`src/rtl/tremolo_scheduler.sv`:
```
// tremolo_scheduler
//   Triangle-LFO amplitude modulator for a stereo sample stream. Each accepted sample pair is
//   scaled by the gain latched at capture time. One signed multiplier is shared between the
//   channels: left first, then right. Both results are presented together with out_valid.
//
// Ports
//   CLK, RST_N       system clock (rising edge); asynchronous active-low reset
//   sample_valid     one-cycle input strobe; leftSampleIn/rightSampleIn valid with it
//   leftSampleIn     signed 16-bit left input
//   rightSampleIn    signed 16-bit right input
//   enable           1 = modulate, 0 = bypass (unity gain), sampled at capture
//   rate             LFO divider terminal count; one LFO step every rate+1 clocks
//   leftSampleOut    registered signed scaled left
//   rightSampleOut   registered signed scaled right
//   out_valid        one-cycle strobe, both outputs updated
//   busy             a pair is in flight
//   overrun          one-cycle pulse after a strobe was dropped while busy
//   gain_out         current LFO gain, unsigned, 2^SHIFT is unity
module tremolo_scheduler #(
  parameter int unsigned SHIFT  = 7,
  parameter int unsigned RATE_W = 16
) (
  input  logic              CLK,
  input  logic              RST_N,
  input  logic              sample_valid,
  input  logic [15:0]       leftSampleIn,
  input  logic [15:0]       rightSampleIn,
  input  logic              enable,
  input  logic [RATE_W-1:0] rate,
  output logic [15:0]       leftSampleOut,
  output logic [15:0]       rightSampleOut,
  output logic              out_valid,
  output logic              busy,
  output logic              overrun,
  output logic [SHIFT:0]    gain_out
);

  localparam int unsigned PW = 16 + SHIFT + 2;
  localparam logic [SHIFT:0] GainMax = {1'b1, {SHIFT{1'b0}}};
  localparam logic [SHIFT:0] GainMin = (SHIFT+1)'(1);

  typedef enum logic [1:0] {StIdle, StMulL, StMulR} state_e;

  state_e state_q, state_d;

  logic [RATE_W-1:0] div_cnt_q, div_cnt_d;
  logic              tick;
  logic [SHIFT:0]    gain_q, gain_d;
  logic              dir_up_q, dir_up_d;

  logic [15:0]       cap_l_q, cap_r_q, hold_l_q;
  logic [SHIFT:0]    cap_g_q;
  logic [15:0]       out_l_q, out_r_q;
  logic              out_valid_q, overrun_q;
  logic              accept;

  // LFO divider; a lowered rate below the current count fires at once.
  always_comb begin
    tick      = (div_cnt_q >= rate);
    div_cnt_d = tick ? '0 : div_cnt_q + RATE_W'(1);
  end

  // Triangle gain: bounces between 1 and 2^SHIFT, each extreme held for one tick.
  always_comb begin
    gain_d   = gain_q;
    dir_up_d = dir_up_q;
    if (tick) begin
      if (dir_up_q) begin
        if (gain_q < GainMax) begin
          gain_d = gain_q + GainMin;
        end else begin
          dir_up_d = 1'b0;
          gain_d   = gain_q - GainMin;
        end
      end else begin
        if (gain_q > GainMin) begin
          gain_d = gain_q - GainMin;
        end else begin
          dir_up_d = 1'b1;
          gain_d   = gain_q + GainMin;
        end
      end
    end
  end

  always_ff @(posedge CLK or negedge RST_N) begin
    if (!RST_N) begin
      div_cnt_q <= '0;
      gain_q    <= GainMin;
      dir_up_q  <= 1'b1;
    end else begin
      div_cnt_q <= div_cnt_d;
      gain_q    <= gain_d;
      dir_up_q  <= dir_up_d;
    end
  end

  // FSM: state register.
  always_ff @(posedge CLK or negedge RST_N) begin
    if (!RST_N) begin
      state_q <= StIdle;
    end else begin
      state_q <= state_d;
    end
  end

  // FSM: next state.
  always_comb begin
    state_d = state_q;
    unique case (state_q)
      StIdle:  if (sample_valid) state_d = StMulL;
      StMulL:  state_d = StMulR;
      StMulR:  state_d = StIdle;
      default: state_d = StIdle;
    endcase
  end

  // FSM: outputs.
  always_comb begin
    busy   = (state_q != StIdle);
    accept = (state_q == StIdle) && sample_valid;
  end

  // Shared multiplier; gain is zero-extended so it is always a positive signed operand.
  logic signed [15:0]      mul_a;
  logic signed [SHIFT+1:0] mul_b;
  logic signed [PW-1:0]    product;
  logic [15:0]             mul_res;
  logic                    unused_prod_bits;

  always_comb begin
    mul_a   = (state_q == StMulR) ? $signed(cap_r_q) : $signed(cap_l_q);
    mul_b   = $signed({1'b0, cap_g_q});
    product = PW'(mul_a) * PW'(mul_b);
    // Arithmetic shift right by SHIFT then truncate: floor division, fits for gain <= 2^SHIFT.
    mul_res = product[SHIFT +: 16];
  end

  assign unused_prod_bits = ^{product[PW-1:SHIFT+16], product[SHIFT-1:0]};

  always_ff @(posedge CLK or negedge RST_N) begin
    if (!RST_N) begin
      cap_l_q     <= '0;
      cap_r_q     <= '0;
      cap_g_q     <= GainMax;
      hold_l_q    <= '0;
      out_l_q     <= '0;
      out_r_q     <= '0;
      out_valid_q <= 1'b0;
      overrun_q   <= 1'b0;
    end else begin
      overrun_q   <= sample_valid && (state_q != StIdle);
      out_valid_q <= (state_q == StMulR);
      if (accept) begin
        cap_l_q <= leftSampleIn;
        cap_r_q <= rightSampleIn;
        // Snapshot takes the pre-update gain even when a tick lands on this edge.
        cap_g_q <= enable ? gain_q : GainMax;
      end
      if (state_q == StMulL) begin
        hold_l_q <= mul_res;
      end
      if (state_q == StMulR) begin
        out_l_q <= hold_l_q;
        out_r_q <= mul_res;
      end
    end
  end

  assign leftSampleOut  = out_l_q;
  assign rightSampleOut = out_r_q;
  assign out_valid      = out_valid_q;
  assign overrun        = overrun_q;
  assign gain_out       = gain_q;

endmodule

```
`config.mk`:
```
export PLATFORM = sky130hd
export DESIGN_NAME = tremolo_scheduler
export DESIGN_NICKNAME = d
export VERILOG_FILES = /design/src/rtl/tremolo_scheduler.sv
export SDC_FILE = /design/constraint.sdc
export NUM_CORES = 1
export LEC_CHECK = 0
export CELL_PAD_IN_SITES_DETAIL_PLACEMENT = 0
export CELL_PAD_IN_SITES_GLOBAL_PLACEMENT = 1
export CORE_MARGIN = 10
export CORE_UTILIZATION = 41
export CTS_CLUSTER_DIAMETER = 60
export CTS_CLUSTER_SIZE = 25
export DETAILED_ROUTE_END_ITERATION = 12
export GPL_ROUTABILITY_DRIVEN = 0
export GPL_TIMING_DRIVEN = 1
export PLACE_DENSITY_LB_ADDON = 0.1
export RECOVER_POWER = 50
export SYNTH_ARGS = -nofsm -noshare
export SYNTH_HDL_FRONTEND = slang
export SYNTH_SLANG_ARGS = --single-unit
```
`constraint.sdc`:
```
create_clock -name CLK -period 5.3 [get_ports CLK]
set_clock_uncertainty 0.05 [all_clocks]
set_input_delay 0.795 -clock CLK [delete_from_list [all_inputs] [get_ports CLK]]
set_output_delay 0.795 -clock CLK [all_outputs]
set_load 0.02 [all_outputs]
```
Word level (Yosys, flattened, before mapping). Index checks and enable logic that the tools add are counted.

ROM bits: 0. Register bits after elaboration: 117. Word-level logic and storage cells: 37. Bits in latches: 0. Memory bits (writable): 0. Output and inout port bits: 43. Memories kept: 0. Bits of input ports: 52.

Multiply operators: 1. Add/subtract/negate cells: 3. Eq/ne operators: 3. Muxes and demuxes: 11. Shift operators: 0. Div/mod/pow operators: 0. Bitwise operators: 0. Reductions and logical operators: 4. $lt $le $gt $ge: 3.

Operators by type and width (number): 16-bit two-way mux (2); 8-bit two-way mux (4); 16-bit by 9-bit multiplier with 23-bit output (1); 16-bit by 1-bit adder with 16-bit output (second input constant) (1); 16-bit greater-or-equal comparator (1); 8-bit by 1-bit adder with 8-bit output (second input constant) (1); 8-bit by 1-bit > comparator with 1-bit output (second input constant) (1); 8-bit less-than comparator (second input constant) (1); 8-bit by 1-bit subtractor with 8-bit output (second input constant) (1); 2-bit one-hot mux with 2 select lines (1); 1-bit two-way mux (3); 2-bit by 1-bit == test with 1-bit output (second input constant) (1); 2-bit == test (second input constant) (1); 1-bit logical AND (2); 2-bit logical NOT (1); 2-bit two-way mux (1); 2-bit != test (second input constant) (1); 2-bit nonzero test (1).

Longest topological paths before layout.
Word-level depth: 3. Depth in mapped cells: 24. Depth with buffers taken out: 21.

Worst setup path before layout. No wires, ideal clock.

Path type: flip-flop to flip-flop. Start point: reg state_q[0]. End point: reg hold_l_q[14]. Period minus slack after synthesis: 5.437 ns. Stages on the path, launching flop included: 23. Data required time: 5.168 ns. Library setup time: 0.082 ns. Buffers on the path: 2. Path slack: -0.137 ns. Arrival time: 5.306 ns. Cells stage by stage: dfrtp_1 nand2b_1 buf_6 inv_1 clkbuf_1 nand2_1 nand2_1 nand2_1 fa_1 inv_1 fa_1 fa_1 inv_1 fa_1 inv_1 ha_1 a21o_1 a21o_1 a21o_1 a21o_1 a221o_2 mux2_4 a31oi_1.

Cells in the longest elaborated chain, start to end: 3. Elaborated cells on any way between the ends: 4. Classes of those cells: 1 x mul; 2 x eq/ne; 1 x mux.

RTL lines: from (decl) (RTL line 44) `state_e state_q, state_d;`; from (signal assigned) (RTL line 101) `state_q <= StIdle;`; from (signal assigned) (RTL line 103) `state_q <= state_d;`; 2-bit == test (RTL line 132) `mul_a = (state_q == StMulR) ? $signed(cap_r_q) : $signed(cap_l_q);`; 16-bit two-way mux (RTL line 132); 16-bit by 9-bit multiplier with 23-bit output (RTL line 134) `product = PW'(mul_a) * PW'(mul_b);`; to (signal assigned) (RTL line 161) `hold_l_q <= mul_res;`; to (decl) (RTL line 51) `logic [15:0] cap_l_q, cap_r_q, hold_l_q;`.

Parallel ways exist; a longest one is shown, timed or not. A chain may end at the register's enable or synchronous reset.

Worst setup path in the final report.
Start point: reg state_q[1]. End point: reg hold_l_q[14].

Same word-level chain as after synthesis.

==> impl_results.md <==
- Status: finished, violations left
- Failing checks: max-capacitance violations, max-slew violations
- Worst-Margin Slew: 2.79 ns
- Syn_area_per_cell: 9.27 µm²
- Setup slack, reg-to-reg: 0.06 ns
- FP Rows: 55
- Core Footprint: 22800 µm²
- Sw Ratio: 0.393
- First-pass GRT wire length: 39.1 mm
- DRT iter0 DRCs: 303
- Largest family of logic cells by synthesized area: adder cells
- Tcrit/Tclk final: 0.989
- Vias per cell: 4.67
- Sequential fraction of design power: 0.284
- Clock share of power: 0.237
- Antenna Violating Nets Remaining: 0
- Skew-Pair Late Insertion Delay: 0.43 ns
- Placed Instances: 1475
- Final Non-Filler Cells: 1520
- FF-to-FF path depth: 17
- HPWL Detailed: 18.1 mm
- Critical Path RT: 5.61 ns
- Max-slew violations: 103
- I/O pins: 95
- Hold WC Path Type: reg2reg
- Wire length per cell: 15.1 µm
- # port buffers: 94
- Mapped cell area: 9570 µm²
- Filler cells: 2129
- Mux share of post-synthesis cell area: 0.0466
- Antenna cells: 0
- CP max FO: 5
- Total Wirelength: 23.0 mm
- Yosys cell types: 49
- Clk pin slew, worst setup/hold paths: 0.06 ns
- Layout cells sized above 1: 0.183
- Relative max-transition margin: -0.861
- Lkg Pwr: 0.00614 µW
- Synth top area cells: dfrtp_1 (30%), fa_1 (20%), ha_1 (8.0%), nand2_1 (7.8%), inv_1 (6.4%)
- Worst Setup EP: hold_l_q[14]$_DFFE_PN0N_
- Setup CP Type: reg2reg
- NetSw: 1910 µW
- FF+latch count, synth: 117
- Commonest non-fill, non-tap cell in the layout: nand2_1
- Die area: 29800 µm²
- Max-Cap Viols: 2
- Syn Inst Count: 1032
- Overflow after GRT: 0
- Total GRT Usage: 0.161
- Die H: 173 µm
- Final worst slack: 0.0593 ns
- Synth Area in Compound Gates: 0.0680
- Ys Warns: 0
- Post-Synth XOR/XNOR Area: 0.0394
- Worst setup startpoint: state_q[1]$_DFFE_PN0P_
- Initial antenna violation count: 0
- Global route hottest layer: met2
- H-tree Lvls: 4
- Critical path's largest stage delay: 0.56 ns
- RSZ-0062 raised after global routing: true
- Syn-to-layout area delta: 29.9%
- P_int: 2940 µW
- Nets@finish: 1403
- Endpoint type of the worst setup path: register
- Met2 Usage GRT: 0.253
- Starting Density: 0.420
- Share of power burned in combinational logic: 0.479
- Root cell of the clock tree: clkbuf_16
- # setup viols final: 0
- Simple-gate share of the synthesized area: 0.180
- Multi-input gate area: 6280 µm²
- Drt first pass iters: 4
- Vias in the first global route: 7544
- Mapped Nets: 1241
- Largest net degree at the start of global routing: 53
- Most used cell, CP: fa_1
- Most frequent cells in the layout: nand2_1 (183), inv_1 (158), dfrtp_1 (114)
- Crit path cell chain: nand2b_4 > buf_8 > mux2i_4 > and2b_1 > fa_2 > fa_1 > inv_2 > fa_1 > fa_1 > inv_2 > ha_4 > nand3_2 > or4_4 > a211oi_4 > a221o_2 > mux2_4 > a31oi_4
- Critical path data arrival time: 5.55 ns
- Total number of vias: 7096
- Peak supply drop: 0.222 mV
- Startpoint types: register
- Max clock buf depth: 2
- CTS buffer count: 17
- Worst flop-to-flop path endpoint: hold_l_q[14]$_DFFE_PN0N_
- Post-synthesis sequential area ratio: 0.306
- Width of the die: 173 µm
- Share of the synthesized area in the top cell type: 0.298
- Adder-cell share of the synthesized area: 0.281
- Period minus WS final: 5.24 ns
- Met3 Usage GRT: 0.0386
- Sink Count: 117
- Power Dens Cells: 390 nW/µm²
- Fin. Hold Viols: 0
- CTS Hold Bufs: 0
- Leading area contributor after synthesis: dfrtp_1
- Max Freq: 191 MHz
- # DRC: 0
- TritonCTS clock tree: done
- FF/Latch Area: 2930 µm²
- Dpl ws: -0.117 ns
- M1 GR Usage: 0.217
- Hold WS: 0.418 ns
- Reg-to-Reg Start: state_q[1]$_DFFE_PN0P_
- CP max-delay cell: or4_4
layout make-up:
class | count | share of cell area
multi-input cells | 716 | 0.505
inverters | 163 | 0.0494
clock inverters | 15 | 0.0130
well taps | 313 | 0.0315
repair buffers | 179 | 0.131
flip-flops and latches | 117 | 0.236
clock buffers | 17 | 0.0342
through the flow:
stage,cell area (µm²),utilization,TNS [ns],power (µW)
after floorplan,9570,-,0,2570
after global placement,11300,0.497,-0.159,3460
after detailed placement,11300,0.497,-0.538,3480
after CTS,12000,0.525,0,4690
after global routing,12400,0.545,-0.578,5260
final,12400,0.545,0,4850
how the worst min path moves through the flow:
stage,start,to,slack (ns),cells past startpoint
floorplan,hold_l_q[0]$_DFFE_PN0N_,leftSampleOut[0]$_DFFE_PN0P_,0.39,2
detailed placement,hold_l_q[11]$_DFFE_PN0N_,leftSampleOut[11]$_DFFE_PN0P_,0.41,2
global placement,hold_l_q[8]$_DFFE_PN0N_,leftSampleOut[8]$_DFFE_PN0P_,0.40,2
CTS,RST_N,gain_out[2]$_DFFE_PN0N_,0.17,1
global route,hold_l_q[8]$_DFFE_PN0N_,leftSampleOut[8]$_DFFE_PN0P_,0.45,2
finish,hold_l_q[8]$_DFFE_PN0N_,leftSampleOut[8]$_DFFE_PN0P_,0.42,2
flip-flops by register name (all words and copies together) (netlist names):
| name | flops |
|---|---|
| rightSampleOut | 16 |
| dir_up_q | 1 |
| gain_out | 8 |
| leftSampleOut | 16 |
| cap_l_q | 16 |
| state_q | 2 |
| hold_l_q | 16 |
| cap_r_q | 16 |
| overrun | 1 |
| out_valid | 1 |
| div_cnt_q | 16 |
| cap_g_q | 8 |
Yosys cell counts (all sizes together):
library cell,number
a2111o,1
a211oi,5
a21boi,1
a21o,14
a21oi,20
a221o,1
a22oi,2
a31o,2
a31oi,4
a32oi,1
a41oi,1
and2,48
and2b,9
and3,11
and3b,1
buf,5
clkbuf,31
dfrtp,114
dfstp,3
fa,96
ha,61
inv,163
mux2,35
mux2i,4
nand2,200
nand2b,10
nand3,18
nand3b,2
nand4,6
nor2,34
nor2b,16
nor4,4
nor4b,2
o211ai,1
o21a,1
o21ai,52
o21bai,1
o31ai,2
or2,3
or2b,1
or3,2
or4,1
xnor2,29
xor2,14
critical path, delay by kind of cell (launching register included):
family	cells	cell delay, ns
fa+ha+maj	5	2.16
simple gates	4	1.01
buf+inv	3	0.23
compound gates	3	0.69
mux	2	0.61
flops	1	0.41
logic make-up (layout without fill, tap and decap cells):
kind of cell / Yosys count / count (layout)
xor gates and xnor gates: 43 / 43
adders and majority gates: 157 / 157
buffers and inverters: 199 / 374
DFF: 117 / 117
and+or+nand+nor: 368 / 368
muxes: 39 / 39
AOI/OAI and AO/OA: 109 / 109
layer usage:
metal  up-vias  wire length (µm)
li1       3550                 -
met1      3412             11200
met2       114             10600
met3        20               997
met4         0               236
met5         -                 0
power groups by stage:
stage / sequential, µW / clock (µW) / combinational [µW]
2_1_floorplan: 1450 / 0 / 1120
3_3_place_gp: 1380 / 0 / 2080
3_5_place_dp: 1380 / 0 / 2100
4_1_cts: 1370 / 1190 / 2130
5_1_grt: 1420 / 1220 / 2610
6_report: 1380 / 1150 / 2320
timing repair:
| item | 4_1_cts | 5_1_grt |
|---|---|---|
| setup endpoints to repair | 11 | 27 |
| gates resized for setup | 13 | 76 |
| pin swaps | 3 | 40 |
| buffers inserted | 0 | 11 |
| cloned | 0 | 2 |
Note: power is estimated with default switching activity, not from simulation.
